## src/rtl/matrix_issue_ctrl.sv

```systemverilog
// Matrix instruction issue controller: decodes an opcode into register-file
// port selects, holds them until downstream accepts, and stalls issue while a
// multi-cycle MMUL or IDIV/IDIVI occupies the execution unit.
module matrix_issue_ctrl #(
    parameter int unsigned NREG    = 3,
    parameter int unsigned MUL_LAT = 4,
    parameter int unsigned DIV_LAT = 8
) (
    input  logic                         clk,
    input  logic                         rst_n,
    input  logic                         in_valid,
    output logic                         in_ready,
    input  logic [5:0]                   op,
    input  logic [$clog2(NREG)-1:0]      rin1,
    input  logic [$clog2(NREG)-1:0]      rin2,
    output logic                         out_valid,
    input  logic                         out_ready,
    output logic [$clog2(NREG+1)-1:0]    src1,
    output logic [$clog2(NREG+2)-1:0]    src2,
    output logic [5:0]                   op_q,
    output logic                         illegal,
    output logic                         busy
);

    localparam int unsigned RW = $clog2(NREG);
    localparam int unsigned W1 = $clog2(NREG + 1);
    localparam int unsigned W2 = $clog2(NREG + 2);
    localparam int unsigned CW = 8;

    localparam logic [5:0] OP_MLD   = 6'b000000;
    localparam logic [5:0] OP_MSTR  = 6'b000001;
    localparam logic [5:0] OP_MADD  = 6'b001000;
    localparam logic [5:0] OP_MSUB  = 6'b001001;
    localparam logic [5:0] OP_MMUL  = 6'b001100;
    localparam logic [5:0] OP_SMUL  = 6'b001101;
    localparam logic [5:0] OP_MCMP  = 6'b011000;
    localparam logic [5:0] OP_ICMP  = 6'b011001;
    localparam logic [5:0] OP_ZERO  = 6'b100100;
    // Integer divides live in the no-operand 010xxx group
    localparam logic [5:0] OP_IDIV  = 6'b010000;
    localparam logic [5:0] OP_IDIVI = 6'b010001;

    typedef enum logic [1:0] {
        IDLE = 2'd0,
        HOLD = 2'd1,
        BUSY = 2'd2
    } state_t;

    state_t          state, state_nxt;
    logic [CW-1:0]   cnt, cnt_nxt;
    logic            accept;
    logic            held_multi;
    logic [W1-1:0]   dec_src1;
    logic [W2-1:0]   dec_src2;
    logic            dec_ill;
    logic            r1_bad, r2_bad;

    assign r1_bad = (32'(rin1) >= NREG);
    assign r2_bad = (32'(rin2) >= NREG);

    // A legal held MMUL/IDIV/IDIVI must drain through BUSY before new issue
    assign held_multi = !illegal &&
                        ((op_q == OP_MMUL) || (op_q == OP_IDIV) || (op_q == OP_IDIVI));

    // Opcode and index decode into register-file selects
    always_comb begin
        dec_src1 = '0;
        dec_src2 = '0;
        dec_ill  = 1'b0;
        casez (op)
            OP_MADD, OP_MSUB, OP_MMUL, OP_MCMP: begin
                if (r1_bad || r2_bad) begin
                    dec_ill = 1'b1;
                end else begin
                    dec_src1 = W1'(rin1);
                    dec_src2 = W2'(rin2) + W2'(1);
                end
            end
            OP_SMUL, OP_ICMP: begin
                if (r1_bad) begin
                    dec_ill = 1'b1;
                end else begin
                    dec_src1 = W1'(rin1);
                    dec_src2 = W2'(NREG + 1);
                end
            end
            OP_ZERO: begin
                if (r1_bad) begin
                    dec_ill = 1'b1;
                end else begin
                    dec_src1 = W1'(rin1);
                end
            end
            OP_MLD: begin
                dec_src1 = W1'(NREG);
                dec_src2 = W2'(1);
            end
            OP_MSTR: begin
                dec_src1 = W1'(NREG);
            end
            6'b010???, 6'b0111??: begin
                dec_src1 = '0;
            end
            default: begin
                dec_ill = 1'b1;
            end
        endcase
    end

    // Next state, busy counter and issue handshake
    always_comb begin
        state_nxt = state;
        cnt_nxt   = cnt;
        in_ready  = 1'b0;
        accept    = 1'b0;
        case (state)
            IDLE: begin
                in_ready = 1'b1;
                if (in_valid) begin
                    accept    = 1'b1;
                    state_nxt = HOLD;
                end
            end
            HOLD: begin
                in_ready = out_ready && !held_multi;
                if (out_ready) begin
                    if (held_multi) begin
                        state_nxt = BUSY;
                        cnt_nxt   = (op_q == OP_MMUL) ? CW'(MUL_LAT - 1) : CW'(DIV_LAT - 1);
                    end else if (in_valid) begin
                        accept    = 1'b1;
                        state_nxt = HOLD;
                    end else begin
                        state_nxt = IDLE;
                    end
                end
            end
            BUSY: begin
                if (cnt == '0) begin
                    state_nxt = IDLE;
                end else begin
                    cnt_nxt = cnt - CW'(1);
                end
            end
            default: begin
                state_nxt = IDLE;
            end
        endcase
    end

    // State and counter registers
    always_ff @(posedge clk or negedge rst_n) begin
        if (!rst_n) begin
            state <= IDLE;
            cnt   <= '0;
        end else begin
            state <= state_nxt;
            cnt   <= cnt_nxt;
        end
    end

    // Registered outputs; selects change only when an instruction is accepted
    always_ff @(posedge clk or negedge rst_n) begin
        if (!rst_n) begin
            src1      <= '0;
            src2      <= '0;
            op_q      <= '0;
            illegal   <= 1'b0;
            out_valid <= 1'b0;
            busy      <= 1'b0;
        end else begin
            out_valid <= (state_nxt == HOLD);
            busy      <= (state_nxt == BUSY);
            if (accept) begin
                src1    <= dec_src1;
                src2    <= dec_src2;
                op_q    <= op;
                illegal <= dec_ill;
            end
        end
    end

endmodule
```

## config.mk

```make
export PLATFORM = sky130hd
export DESIGN_NAME = matrix_issue_ctrl
export DESIGN_NICKNAME = d
export VERILOG_FILES = /design/src/rtl/matrix_issue_ctrl.sv
export SDC_FILE = /design/constraint.sdc
export NUM_CORES = 1
export LEC_CHECK = 0
export ABC_AREA = 1
export CORE_MARGIN = 3
export CORE_UTILIZATION = 57
export CTS_BUF_LIST = sky130_fd_sc_hd__clkbuf_4
export DETAILED_ROUTE_END_ITERATION = 8
export GPL_TIMING_DRIVEN = 0
export PLACE_DENSITY = 0.9
export SLEW_MARGIN = 0
export SYNTH_ARGS = -nofsm -noshare
export SYNTH_HDL_FRONTEND = slang
export SYNTH_SLANG_ARGS = --single-unit
```

## constraint.sdc

```tcl
create_clock -name clk -period 2.4 [get_ports clk]
set_input_delay 0.48 -clock clk [delete_from_list [all_inputs] [get_ports clk]]
set_output_delay 0.48 -clock clk [all_outputs]
set_load 0.02 [all_outputs]
```

After elaboration in Yosys (flattened, before gate mapping)
Cells that the tools add are included.

storage, ports and cells
  bits in registers = 24
  output and inout bits = 15
  word-level logic and storage cells = 74

cells by class
  add/sub/neg operators = 2
  $lt $le $gt $ge = 2
  eq/ne operators = 20
  multiplexer cells = 25
  reductions and logical operators = 17

operators with widths
  cell                   number
  $eq A6 B4 Y1 const B   5
  $eq A6 B5 Y1 const B   4
  $mux W8                3
  $pmux W8 S2            1
  $mux W2                6
  $pmux W2 S3            2
  $mux W3                3
  $pmux W3 S3            1
  $logic_not A8 Y1       1
  $reduce_or A4 Y1       2
  $sub A8 B1 Y8 const B  1
  $eq A6 B1 Y1 const B   1
  $eq A6 B6 Y1 const B   1
  $logic_not A6 Y1       1
  $mux W1                6
  $ne A2 B2 Y1 const B   3
  $eq A2 B1 Y1 const B   2
  $eq A2 B2 Y1 const B   2
  $eq A4 B3 Y1 const B   1
  $ge A2 B2 Y1 const B   2
  $pmux W1 S2            2
  $reduce_and A4 Y1      1
  $reduce_or A2 Y1       2
  $add A2 B1 Y3 const B  1
  8 further kinds        12

Longest topological paths before layout
Gate-level depths: netlist of the first run.

  depth in word-level cells = 8
  gate-level depth with buffers = 12
  gate-level depth less buffers = 12

Least setup slack after synthesis of the first run
Ideal clock, no wire load.

  path type = reg-to-output
  from = register op_q[5]
  to = output port in_ready
  arrival = 979 ps
  required time = 1,920 ps
  slack = 941 ps
  cell stages (with the launch flop) = 7
  path buffers = 0
  path through = dfrtp_1 > nor2_1 > nand3_2 > nand2_2 > nand2_1 > nand2_1 > nand2_2

on the way
  longest elaborated chain between the ends = 7

ends and longest elaborated chain
  item                                          line  RTL
  from (decl)                                   20    output logic [5:0] op_q,
  from (signal assigned)                        177   op_q <= op;
  $eq A6 B4 Y1 or $eq A6 B5 Y1 (tied branches)  63    ((op_q == OP_MMUL) || (op_q == OP_IDIV) || (op_q == OP_IDIVI));
  $logic_or A1 B1 Y1                            63
  $logic_or A1 B1 Y1 *                          63
  $logic_and A1 B1 Y1 *                         62    assign held_multi = !illegal &&
  $logic_not A1 Y1 *                            125   in_ready = out_ready && !held_multi;
  $logic_and A1 B1 Y1 *                         125
  $pmux W1 S2 *                                 116   case (state)
  to (decl)                                     12    output logic in_ready,

Mark *: on every way between the ends. The rest lies on a longest branch, timed or not.

Worst setup path in the final report of the first run
  from = input port out_ready
  to = output port in_ready

on the way
  longest elaborated chain between the ends = 2

ends and longest elaborated chain
  item                 line  RTL
  from (decl)          17    input logic out_ready,
  $logic_and A1 B1 Y1  125
  $pmux W1 S2          116

Every way passes these cells.

==> out/qor_table.md, run 1 <==
| Parameter | This run |
|:---|:---|
| Full die area | 3190 sq um |
| Effective utilization at floorplan | 0.625 |
| Clock tree sinks | 24 |
| Number of cells in the design after placement | 247 |
| Critical path capture point type | output port |
| Hold-critical path endpoint | src1[0]$_DFFE_PN0P_ |
| Number of buffers inserted during clock tree synthesis | 3 |
| Clock skew | 5.49 ps |
| Status | finished, final reports clean |
| Total Power | 1.20 mW |
| Antenna Nets Post-Route | 0 |
| Final setup margin | 225 ps |
| Cell with the largest stage delay on the worst path | sky130_fd_sc_hd__clkdlybuf4s50_1 |
| Total nets after synthesis | 208 |
| Maximum single-stage delay on the critical path | 450 ps |
| Highest net fanout along the worst path | 2 |
| Commonest non-fill, non-tap cell in the layout | sky130_fd_sc_hd__nand2_1 |
| Vias in the first global route | 1350 |
| I/O Buffers | 28 |
| Total area of multi-input combinational cells | 711 sq um |
| Endpoint of the most critical register-to-register path | cnt[5]$_DFFE_PN0P_ |
| Via count | 1381 |
| Largest net degree at the start of global routing | 25 |
| Commonest cells after routing, fill and taps aside | sky130_fd_sc_hd__nand2_1 (53), sky130_fd_sc_hd__clkdlybuf4s50_1 (27), sky130_fd_sc_hd__inv_1 (25) |
| Post-Syn Area per Cell | 7.59 sq um |
| Number of iterations in the first detailed-routing pass | 4 |
| Clock latency at the later pin of the worst-skew pair | 310 ps |
| Required time at the endpoint of the critical path | 1920 ps |
| Hold path depth | 2 |
| Tightest Pin Transition | 1050 ps |
| Area of placed instances | 1770 sq um |
| Final clock period utilization by the worst path | 0.906 |
| Root buffer cell | sky130_fd_sc_hd__clkbuf_4 |
| Relative slew slack | 0.295 |
| Floorplan die height | 56.4 um |
| H-tree level count | 1 |
| Flip-flop and latch area | 601 sq um |
| Origin of the critical flop-to-flop path | op_q[3]$_DFFE_PN0P_ |
| Detailed-route DRC error count | 0 |
| Critical-path cell list | clkdlybuf4s50_1 > inv_1 > nor2_1 > nand2_1 > nand2_2 > dlygate4sd2_1 |
| Share of power burned in registers | 0.429 |
| Final setup violation count | 0 |
| Global placer's final weighted congestion | 0.876 |
| Synth warn | 0 |
| Count of cell types in the netlist | 22 |
| Top Ports | 29 |
| Post-route non-filler standard cell count | 251 |
| Buf+Inv Stages, Crit Path | 3 |
| Proportion of layout cells with a drive suffix above 1 | 0.117 |
| Worst hold margin | 515 ps |
| Congestion Overflow GR | 0 |
| Number of synthesized register bits | 24 |
| Design internal power | 0.736 mW |
| Core footprint | 2320 sq um |
| Average vias per placed instance | 5.50 |
| Total leakage power | 0.931 nW |
| Clock slew at the register clock pins of the worst setup and hold paths | 130 ps |
| Crit path arrival time | 1700 ps |
| Post-DP HPWL | 2.50 mm |
| Number of diodes added for antenna fixing | 0 |
| Cell area after layout | 1790 sq um |
| Worst slack at placement | -35.2 ps |
| Max Transition Viols Final | 0 |
| Total global routing track utilization | 0.224 |
| Switching share of power | 0.387 |
| Violation count after the first detailed-route iteration | 50 |
| Row Count | 17 |
| Proportion of power drawn by combinational gates | 0.416 |
| P&R area growth vs syn | 23.5% |
| Final critical-path required period | 2180 ps |
| Sw power | 0.464 mW |
| Worst ir drop on vdd | 0.555 mV |
| Kind of path behind the tightest hold check | flip-flop to flip-flop |
| Critical path class | primary input to output port |
| Combined area of all synthesized cells | 1450 sq um |
| Cell count of the worst reg-to-reg path | 8 |
| Reg-to-reg setup timing slack | 930 ps |
| Total count of hold-check failures in the final report | 0 |
| Routed length per placed instance | 13.3 um |
| Buffer count from post-CTS setup fixing | 0 |
| Launching element type of the critical path | primary input |
| Gate count after technology mapping | 191 |
| Power per Cell Area | 671 nW/um^2 |
| Worst hold path startpoint | src1[0]$_DFFE_PN0P_ |
| Clock network fraction of design power | 0.154 |
| First-pass GRT wire length | 5.76 mm |
| Horizontal die dimension | 56.4 um |
| Post-synthesis sequential area ratio | 0.414 |
| Filler cell count | 167 |
| Unrepaired setup endpoints after global routing | false |
| Nets@finish | 241 |
| Max Cap Viol | 0 |
| Kind of cell with the highest combined delay on the critical path | buffers and inverters |
| Clock tree from TritonCTS | built |
| WL final | 3.34 mm |
| F_max | 0.460 GHz |
| Maximum clock path buffer count | 2 |
| Initial antenna violation count | 0 |
==> power by group through the flow <==
| stage | Clock, mW | Sequential, mW | Combinational [mW] |
|---|---|---|---|
| final | 0.185 | 0.515 | 0.500 |
| after global routing | 0.202 | 0.526 | 0.562 |
| after CTS | 0.187 | 0.515 | 0.501 |
| after detailed placement | 0 | 0.523 | 0.496 |
| after global placement | 0 | 0.520 | 0.478 |
| after floorplan | 0 | 0.553 | 0.304 |
==> registers in the layout (all words and copies together), names as in the netlist <==
name and cells:
illegal 1, out_valid 1, busy 1, op_q 6
src1 2, state 2, src2 3, cnt 8
==> cell type report <==
type / instances / area share
Buffer: 3 / 0.0189
Clock buffer: 3 / 0.0126
Clock inverter: 1 / 0.00210
Inverter: 28 / 0.0587
Multi-Input combinational cell: 136 / 0.397
Sequential cell: 24 / 0.335
Tap cell: 28 / 0.0196
Timing Repair Buffer: 28 / 0.156
==> worst register-to-register path, cell delays in order, from the launching register on <==
cell	delay, ps
sky130_fd_sc_hd__dfrtp_1	440
sky130_fd_sc_hd__nor2_1	130
sky130_fd_sc_hd__nand3_1	100
sky130_fd_sc_hd__nand2_2	120
sky130_fd_sc_hd__nand4_2	170
sky130_fd_sc_hd__nand2_4	150
sky130_fd_sc_hd__buf_6	150
sky130_fd_sc_hd__nand4_1	90
sky130_fd_sc_hd__nand2_1	70
==> synth_stat cells <==
cell type                  number  share of area
sky130_fd_sc_hd__a21boi_0       2          0.010
sky130_fd_sc_hd__buf_6          3          0.023
sky130_fd_sc_hd__dfrtp_1       24           0.41
sky130_fd_sc_hd__ha_1           3          0.026
sky130_fd_sc_hd__inv_1         25          0.065
sky130_fd_sc_hd__inv_2          3         0.0078
sky130_fd_sc_hd__nand2_1       53           0.14
sky130_fd_sc_hd__nand2_2        4          0.017
sky130_fd_sc_hd__nand2_4        2          0.016
sky130_fd_sc_hd__nand3_1       21          0.072
sky130_fd_sc_hd__nand3_2        1         0.0069
sky130_fd_sc_hd__nand4_1        4          0.017
sky130_fd_sc_hd__nand4_2        1         0.0086
sky130_fd_sc_hd__nor2_1        18          0.047
sky130_fd_sc_hd__nor2_2         2         0.0086
sky130_fd_sc_hd__nor2_8         1          0.014
sky130_fd_sc_hd__o21ai_0        5          0.017
sky130_fd_sc_hd__o21ai_1        8          0.028
sky130_fd_sc_hd__o21ai_2        6          0.036
sky130_fd_sc_hd__or2_0          1         0.0043
sky130_fd_sc_hd__xnor2_1        1         0.0060
sky130_fd_sc_hd__xor2_1         3          0.018
==> worst max path at each step <==
stage                             start       end  slack [ps]  cells after the start
global placement              out_ready  in_ready          30                      6
detailed placement            out_ready  in_ready         -40                      6
finish                        out_ready  in_ready         220                      6
CTS                           out_ready  in_ready         230                      6
global route                  out_ready  in_ready         130                      6
floorplan           op_q[5]$_DFFE_PN0P_  in_ready         940                      6
==> cell families (layout without fill, tap and decap cells) <==
| logic type | Yosys count | after routing | synth area share |
|---|---|---|---|
| AND/OR/NAND/NOR | 108 | 108 | 0.349 |
| XOR/XNOR | 4 | 4 | 0.0242 |
| flip-flops | 24 | 24 | 0.414 |
| adder cells (fa/ha/maj) | 3 | 3 | 0.0259 |
| AO/OA/AOI/OAI | 21 | 21 | 0.0915 |
| buffers and inverters | 31 | 63 | 0.0958 |
==> metal layers <==
layer	track usage	up-vias	part of all wire
met5	0	-	0
li1	-	670	-
met4	0.0746	0	0.023
met2	0.383	65	0.48
met1	0.286	636	0.45
met3	0.0368	10	0.052
==> metrics by stage <==
stage	utilization	setup TNS, ps
6_report	0.772	0
3_3_place_gp	0.761	0
2_1_floorplan	-	0
5_1_grt	0.772	0
4_1_cts	0.772	0
3_5_place_dp	0.761	-35.2
==> what timing repair did <==
action / in CTS / in global routing
resized for setup: 1 / 0
endpoints found under the setup margin: 1 / 0
hold buffers: 0 / 0
No activity file was read; power rests on OpenSTA's default activity.
==> inputs of run 2 (changes only) <==
--- a/config.mk
+++ b/config.mk
@@ -6,6 +6,7 @@
 export NUM_CORES = 1
 export LEC_CHECK = 0
 export ABC_AREA = 1
+export CORE_ASPECT_RATIO = 1.5
 export CORE_MARGIN = 3
 export CORE_UTILIZATION = 57
 export CTS_BUF_LIST = sky130_fd_sc_hd__clkbuf_4
==> run 2 against run 1 <==
  * Critical endpoint unchanged
  * Sequential power about the same
  * Global-route usage up 1.7 points
  * Clock-buffer cell count unchanged
  * Clock power down 2%
  * Design area down 0.35%
  * Maximum frequency up 2.2%
  * Register-to-register slack about the same
  * Sequential cell count unchanged
  * Total power up 0.21%
  * Core utilization down 0.93 points
  * Hold slack worse by 21 ps
==> out/qor_table.md, run 2 (same netlist as run 1, synthesis figures left out) <==
| Parameter | This run |
|:---|:---|
| Status | finished, final reports clean |
| Global-route track usage on met1 | 0.208 |
| Full die area | 3200 sq um |
| Launching element type of the critical path | primary input |
| F_max | 0.470 GHz |
| Nets@finish | 241 |
| Root buffer cell | sky130_fd_sc_hd__clkbuf_4 |
| Commonest non-fill, non-tap cell in the layout | sky130_fd_sc_hd__nand2_1 |
| Average vias per placed instance | 5.46 |
| Largest net degree at the start of global routing | 25 |
| Met3 track utilization from global routing | 0.0213 |
| I/O Buffers | 28 |
| Number of buffers inserted during clock tree synthesis | 3 |
| Worst slack at placement | -9.40 ps |
| Final setup margin | 271 ps |
| Maximum clock path buffer count | 2 |
| Crit path arrival time | 1650 ps |
| Top Ports | 29 |
| Buf+Inv Stages, Crit Path | 3 |
| Final sum of negative setup slack | 0 ps |
| Effective utilization at floorplan | 0.620 |
| Clock slew at the register clock pins of the worst setup and hold paths | 140 ps |
| Number of cells in the design after placement | 242 |
| Buffer count from post-CTS setup fixing | 0 |
| Met2 usage | 0.483 |
| Largest register by flop count | cnt |
| Violation count after the first detailed-route iteration | 22 |
| Required time at the endpoint of the critical path | 1920 ps |
| Top Registers | cnt (8), op_q (6), src2 (3) |
| Clock tree sinks | 24 |
| Highest net fanout along the worst path | 2 |
| Total leakage power | 0.931 nW |
| Horizontal die dimension | 47.2 um |
| Final clock period utilization by the worst path | 0.887 |
| Unrepaired setup endpoints after global routing | false |
| Filler cell count | 176 |
| Row Count | 21 |
| Max Transition Viols Final | 0 |
| Via count | 1344 |
| Total Power | 1.20 mW |
| Number of iterations in the first detailed-routing pass | 4 |
| Total count of hold-check failures in the final report | 0 |
| Clock latency at the later pin of the worst-skew pair | 320 ps |
| Number of flip-flops under the largest register name | 8 |
| Final setup violation count | 0 |
| Worst hold margin | 494 ps |
| Kind of path behind the tightest hold check | flip-flop to flip-flop |
| Maximum single-stage delay on the critical path | 450 ps |
| Vias in the first global route | 1389 |
| Cell with the largest stage delay on the worst path | sky130_fd_sc_hd__clkdlybuf4s50_1 |
| Gr busiest metal | met2 |
| Worst ir drop on vdd | 0.381 mV |
| Power per Cell Area | 674 nW/um^2 |
| H-tree level count | 1 |
| Max Cap Viol | 0 |
| Area of placed instances | 1760 sq um |
| Post-DP HPWL | 2.47 mm |
| Core utilization of the finished layout | 0.763 |
| Critical path class | primary input to output port |
| Commonest cells after routing, fill and taps aside | sky130_fd_sc_hd__nand2_1 (53), sky130_fd_sc_hd__clkdlybuf4s50_1 (27), sky130_fd_sc_hd__inv_1 (25) |
| Routed length per placed instance | 12.9 um |
| Proportion of layout cells with a drive suffix above 1 | 0.117 |
| Total area of multi-input combinational cells | 711 sq um |
| Critical path capture point type | output port |
| First-pass GRT wire length | 5.51 mm |
| P&R area growth vs syn | 23.0% |
| Detailed-route DRC error count | 0 |
| Floorplan die height | 67.8 um |
| Flip-flop and latch area | 601 sq um |
| Tightest Pin Transition | 1030 ps |
| Initial antenna violation count | 0 |
| Post-route non-filler standard cell count | 246 |
| Final critical-path required period | 2130 ps |
| Critical-path cell list | clkdlybuf4s50_1 > inv_1 > nor2_1 > nand2_1 > nand2_2 > dlygate4sd2_1 |
| Cell area after layout | 1780 sq um |
| Number of diodes added for antenna fixing | 0 |
| Core footprint | 2340 sq um |
| Total global routing track utilization | 0.241 |
| Clock skew | 14.5 ps |
| Kind of cell with the highest combined delay on the critical path | buffers and inverters |
| Congestion Overflow GR | 0 |
| Antenna Nets Post-Route | 0 |
| CTS Hold Buffers Added | 0 |
| WL final | 3.18 mm |
| Relative slew slack | 0.312 |
| PostCTS Resize Cnt | 1 |
| Global placer's final weighted congestion | 0.816 |
| Clock tree from TritonCTS | built |
[run 2: cell counts in the layout (fill, tap and decap cells not counted)]
No cell type changed its count.
[run 2: path summary, 6_finish.rpt]
path | startpoint | endpoint | slack (ps) | cells after the start
worst max register to register | op_q[1]$_DFFE_PN0P_ | cnt[4]$_DFFE_PN0P_ | 930 | 8
worst max-delay path | out_ready | in_ready | 270 | 6
min in group asynchronous | rst_n | cnt[7]$_DFFE_PN0P_ | 710 | 1
worst min register to register | src1[0]$_DFFE_PN0P_ | src1[0]$_DFFE_PN0P_ | 490 | 2
max in group asynchronous | rst_n | op_q[3]$_DFFE_PN0P_ | 1060 | 1
worst min-delay path | src1[0]$_DFFE_PN0P_ | src1[0]$_DFFE_PN0P_ | 490 | 2
[run 2: layer usage]
layer  wire length (um)  vias to the layer above  share of wire
met3                 94                       10          0.030
met5                  0                        -              0
li1                   -                      668              -
met4                121                        0          0.038
met2               1830                       36           0.58
met1               1130                      630           0.36
[run 2: layout make-up]
type | instances | share of cell area
buffer | 3 | 0.0189
multi-input combinational | 136 | 0.398
tap | 23 | 0.0161
clock buffer | 3 | 0.0126
inverter | 28 | 0.0589
sequential | 24 | 0.337
clock inverter | 1 | 0.00210
timing repair buffer | 28 | 0.156
[run 2: worst min-delay path: cells and delay by family, from the launching register on]
family           cells  cell delay (ps)
flip-flops           1              370
AND/OR/NAND/NOR      2              100
[run 2: power breakdown]
group	total (mW)	switching, mW	internal, mW	leakage, nW
Sequential	0.516	0.0482	0.467	0.312
Clock	0.181	0.120	0.0607	0.0154
Combinational	0.506	0.297	0.210	0.603
